File: config.mk
export PLATFORM = sky130hd
export DESIGN_NAME = ysyx_23060332_pc_gen
export DESIGN_NICKNAME = d
export VERILOG_FILES = /design/src/rtl/ysyx_23060332_pc_gen.sv
export SDC_FILE = /design/constraint.sdc
export NUM_CORES = 1
export LEC_CHECK = 0
export CAP_MARGIN = 5
export CELL_PAD_IN_SITES_DETAIL_PLACEMENT = 1
export CELL_PAD_IN_SITES_GLOBAL_PLACEMENT = 2
export CORE_UTILIZATION = 25
export DETAILED_ROUTE_END_ITERATION = 8
export PLACE_DENSITY = 0.91
export SLEW_MARGIN = 10
export SYNTH_ARGS = -nofsm -noshare
export SYNTH_HDL_FRONTEND = slang
export SYNTH_SLANG_ARGS = --single-unit
File: constraint.sdc
create_clock -name clk -period 3.95 [get_ports clk]
set_clock_uncertainty 0.1 [all_clocks]
set_input_delay 1.185 -clock clk [delete_from_list [all_inputs] [get_ports clk]]
set_output_delay 1.185 -clock clk [all_outputs]
set_load 0.03 [all_outputs]
File: src/rtl/ysyx_23060332_pc_gen.sv
// ysyx_23060332_pc_gen
// Instruction-fetch PC generator. It issues one fetch request at a time to
// instruction memory, holds the returned instruction for decode, and then
// advances the PC sequentially. A trap or jump redirect reloads the PC from an
// aligned target. A response that belongs to a redirected request is
// discarded rather than delivered.
module ysyx_23060332_pc_gen #(
    parameter int unsigned       ADDR_W    = 32,
    parameter logic [ADDR_W-1:0] RESET_VEC = ADDR_W'(32'h8000_0000),
    parameter int unsigned       STEP      = 4
) (
    input  logic              clk,
    input  logic              rst,
    input  logic              trap_en,
    input  logic [ADDR_W-1:0] trap_addr,
    input  logic              jump_en,
    input  logic [ADDR_W-1:0] jump_addr,
    output logic              req_valid,
    output logic [ADDR_W-1:0] req_addr,
    input  logic              req_ready,
    input  logic              rsp_valid,
    input  logic [31:0]       rsp_data,
    output logic              out_valid,
    output logic [ADDR_W-1:0] out_pc,
    output logic [31:0]       out_inst,
    input  logic              out_ready
);

    // IDLE : one settling cycle after reset; redirects are ignored here
    // REQ  : request presented to memory
    // WAIT : request accepted, waiting for the response
    // HOLD : instruction presented to decode
    typedef enum logic [1:0] {
        IDLE,
        REQ,
        WAIT,
        HOLD
    } state_t;

    localparam logic [ADDR_W-1:0] STEP_W     = ADDR_W'(STEP);
    localparam logic [ADDR_W-1:0] ALIGN_MASK = ~(STEP_W - ADDR_W'(1));

    state_t            r_state;
    state_t            w_state_nxt;
    logic [ADDR_W-1:0] r_fetch_pc;
    logic [ADDR_W-1:0] w_fetch_pc_nxt;
    logic              r_drop;
    logic              w_drop_nxt;
    logic [31:0]       r_inst_q;
    logic [31:0]       w_inst_q_nxt;

    logic              w_redirect;
    logic [ADDR_W-1:0] w_target;

    // Redirect request and aligned target; a trap wins over a jump
    always_comb begin
        w_redirect = trap_en | jump_en;
        w_target   = (trap_en ? trap_addr : jump_addr) & ALIGN_MASK;
    end

    // Next-state, PC, drop flag and instruction-latch update
    always_comb begin
        w_state_nxt    = r_state;
        w_fetch_pc_nxt = r_fetch_pc;
        w_drop_nxt     = r_drop;
        w_inst_q_nxt   = r_inst_q;

        unique case (r_state)
            IDLE: begin
                w_state_nxt = REQ;
            end

            REQ: begin
                if (w_redirect) begin
                    w_fetch_pc_nxt = w_target;
                    if (req_ready) begin
                        // The accepted request still points at the old PC.
                        // Its response must be thrown away.
                        w_drop_nxt  = 1'b1;
                        w_state_nxt = WAIT;
                    end
                end else if (req_ready) begin
                    w_state_nxt = WAIT;
                end
            end

            WAIT: begin
                if (w_redirect) begin
                    w_fetch_pc_nxt = w_target;
                    if (rsp_valid) begin
                        w_drop_nxt  = 1'b0;
                        w_state_nxt = REQ;
                    end else begin
                        w_drop_nxt = 1'b1;
                    end
                end else if (rsp_valid) begin
                    if (r_drop) begin
                        w_drop_nxt  = 1'b0;
                        w_state_nxt = REQ;
                    end else begin
                        w_inst_q_nxt = rsp_data;
                        w_state_nxt  = HOLD;
                    end
                end
            end

            HOLD: begin
                if (w_redirect) begin
                    // Any handshake this cycle still delivers the instruction.
                    // The redirect target replaces the sequential increment.
                    w_fetch_pc_nxt = w_target;
                    w_state_nxt    = REQ;
                end else if (out_ready) begin
                    w_fetch_pc_nxt = r_fetch_pc + STEP_W;
                    w_state_nxt    = REQ;
                end
            end

            default: begin
                w_state_nxt = IDLE;
            end
        endcase
    end

    // State registers with asynchronous active-low reset
    always_ff @(posedge clk or negedge rst) begin
        if (!rst) begin
            r_state    <= IDLE;
            r_fetch_pc <= RESET_VEC;
            r_drop     <= 1'b0;
            r_inst_q   <= '0;
        end else begin
            r_state    <= w_state_nxt;
            r_fetch_pc <= w_fetch_pc_nxt;
            r_drop     <= w_drop_nxt;
            r_inst_q   <= w_inst_q_nxt;
        end
    end

    // Outputs decode directly from registered state, so reset clears them without an edge
    always_comb begin
        req_valid = (r_state == REQ);
        req_addr  = r_fetch_pc;
        out_valid = (r_state == HOLD);
        out_pc    = r_fetch_pc;
        out_inst  = r_inst_q;
    end

endmodule

==> results.cfg <==
[flow_run]
drv_cap = 0

[clock_tree]
cts.path.max_buffers = 2
postCtsHoldBufs = 0
postCtsSetupBuffers = 0
cts_sinks = 65
clock_latency_ps = 330
cts_root_buffer = clkbuf_16
cts_resized = 0
path_clk_slew_ps = 60
cts_buffers = 9
tritoncts = yes
cts_max_level = 3

[logic_synthesis]
synthTopCellsByCount = dfrtp_1 (64), mux2_2 (44), a21oi_1 (35), buf_4 (34), nand2_1 (28)
synth_area_leaders = dfrtp_1 (39%), mux2_2 (12%), buf_4 (6.3%), a21oi_1 (4.3%), mux2i_1 (3.7%)
synth_edf_count = 0
ys_async_sr_fraction = 1.00
syn_inst = 407
synthMostInstantiatedCell = dfrtp_1
avgSynthCellArea_um2 = 10.0
syn_area_um2 = 4070
seq_area_frac_synth = 0.400
yosys_warnings = 0
yosys.area.top_type_share = 0.393
synth_top_cell_by_area = dfrtp_1
synth_cell_type_count = 60
synth_seq_cells = 65
synth_flop_cell = dfrtp_1

[floorplanning]
fp.dieW_um = 130
fp.coreArea_um2 = 15900
dieArea_um2 = 16800
ios = 201
die_height_um = 130
initial_core_util = 0.256
rows = 46

[final_layout]
multi_input_area_um2 = 2070
nets = 676
area_growth_pct = 54.0
layout-drive-gt1-share = 0.159
diodes = 0
regArea_um2 = 1630
fillerInstances = 1810

[outcome]
outcome = completed

[timing]
maxSlewHeadroom = 0.352
period_minus_slack_ps = 3130
fmax_ghz = 0.320
hold_slack_ps = 402
maxSlewViolCount = 0
finalSetupViolations = 0
hold_viol_final = 0
period_share = 0.792
rsz0062_at_grt = false
tns_ps = 0
worst_pin_slew_ps = 967

[global_route]
globalRouteOverflowTotal = 0
grt_max_degree = 37
grt_pass1_vias = 3930
grt_pass1_wl_um = 21700
grt_use_total = 0.170
grt_antenna_before_repair = 0

[routing]
routed_wirelength_um = 14400
vias = 3820
drt-initial-drc-count = 113
detail-route-antenna-nets = 0
first_pass_iters = 4
wl_per_cell_um = 18.3
drc_errors = 0
viasPerCell = 4.84

[critical_path]
critPathKind = reg -> out
worstPathRequired_ps = 2660
cp.arrival_ps = 1840
crit_path_start_kind = flip-flop
endpoint_kind = output pin
path_max_fanout = 5

[placed_design]
gp_congestion = 0.790
place.port_buffers = 192
hpwl_um = 11200

[power_and_ir_drop]
p_per_area_nw_per_um2 = 725
ir_drop_mv = 0.355
p_leak_uw = 0.00256

[hold_path]
hp-class = reg -> reg
final timing paths:
path | slack, ps | to | startpoint | cells after the start
worst max-delay path | 820 | req_valid | r_state[1] | 3
worst min-delay path | 400 | out_inst[14] | out_inst[14] | 1
worst max register to register | 1520 | out_pc[8] | r_state[0] | 7
worst min register to register | 400 | out_inst[14] | out_inst[14] | 1
max in group asynchronous | 2120 | out_pc[31] | rst | 2
min in group asynchronous | 830 | out_inst[4] | rst | 1
flip-flops by register name, summed over array words and instances (netlist names):
name and flops:
out_inst 32, out_pc 30, r_drop 1, r_state 2
layout make-up:
cell class / instances / area share
multi-input cells: 282 / 0.330
clock inverters: 5 / 0.00499
flip-flops and latches: 65 / 0.260
inverters: 8 / 0.00479
repair buffers: 202 / 0.319
well taps: 216 / 0.0431
clock buffers: 11 / 0.0387
cells by family after synthesis:
| family | count (synthesis) | synth area share |
|---|---|---|
| other cells | 1 | 0.000921 |
| simple gates | 115 | 0.174 |
| mux | 59 | 0.159 |
| fa+ha+maj | 5 | 0.0154 |
| buf+inv | 63 | 0.0968 |
| compound gates | 99 | 0.155 |
| flops | 65 | 0.400 |
placed cells by master, fill, tap and decap left out, types with 3 or more instances in the layout:
master / count
clkdlybuf4s50_1: 190
dfrtp_1: 64
mux2_2: 44
a21oi_1: 35
nand2_1: 28
o21ai_0: 19
nor2_1: 18
mux2i_1: 15
nand3_1: 14
nor3_1: 9
o22ai_1: 9
clkbuf_16: 9
buf_4: 9
inv_1: 8
nand4_1: 7
a211oi_1: 6
a311oi_1: 5
ha_1: 5
a2bb2oi_1: 4
and3_1: 4
nor2b_1: 4
conb_1: 4
and4_1: 3
nor4_4: 3
clkinv_2: 3
per-stage QoR:
step           setup WS [ps]  area, um2  cells  total power, uW   util
3_5_place_dp             712       5990    773             3830  0.377
2_1_floorplan           1340       4080    410             2890      -
6_report                 822       6270    789             4540  0.395
3_3_place_gp             734       5990    773             3760  0.377
5_1_grt                  741       6270    789             4810  0.395
4_1_cts                  825       6270    789             4590  0.395
worst max-delay path, stage by stage (launching register included):
cell and delay (ps):
dfrtp_1 410, inv_1 110, ha_1 260, clkdlybuf4s50_1 730
where the power goes:
| group | internal [uW] | total (uW) | switching [uW] | leakage [uW] |
|---|---|---|---|---|
| Clock | 439 | 736 | 296 | 0.000135 |
| Sequential | 874 | 1240 | 362 | 0.000822 |
| Combinational | 1060 | 2570 | 1510 | 0.00160 |
layer usage:
metal | part of all wire | GRT usage
met2 | 0.47 | 0.296
met4 | 0.010 | 0.0465
met3 | 0.080 | 0.0442
met5 | 0 | 0
met1 | 0.44 | 0.206
Power figures use the tool's default switching activity.
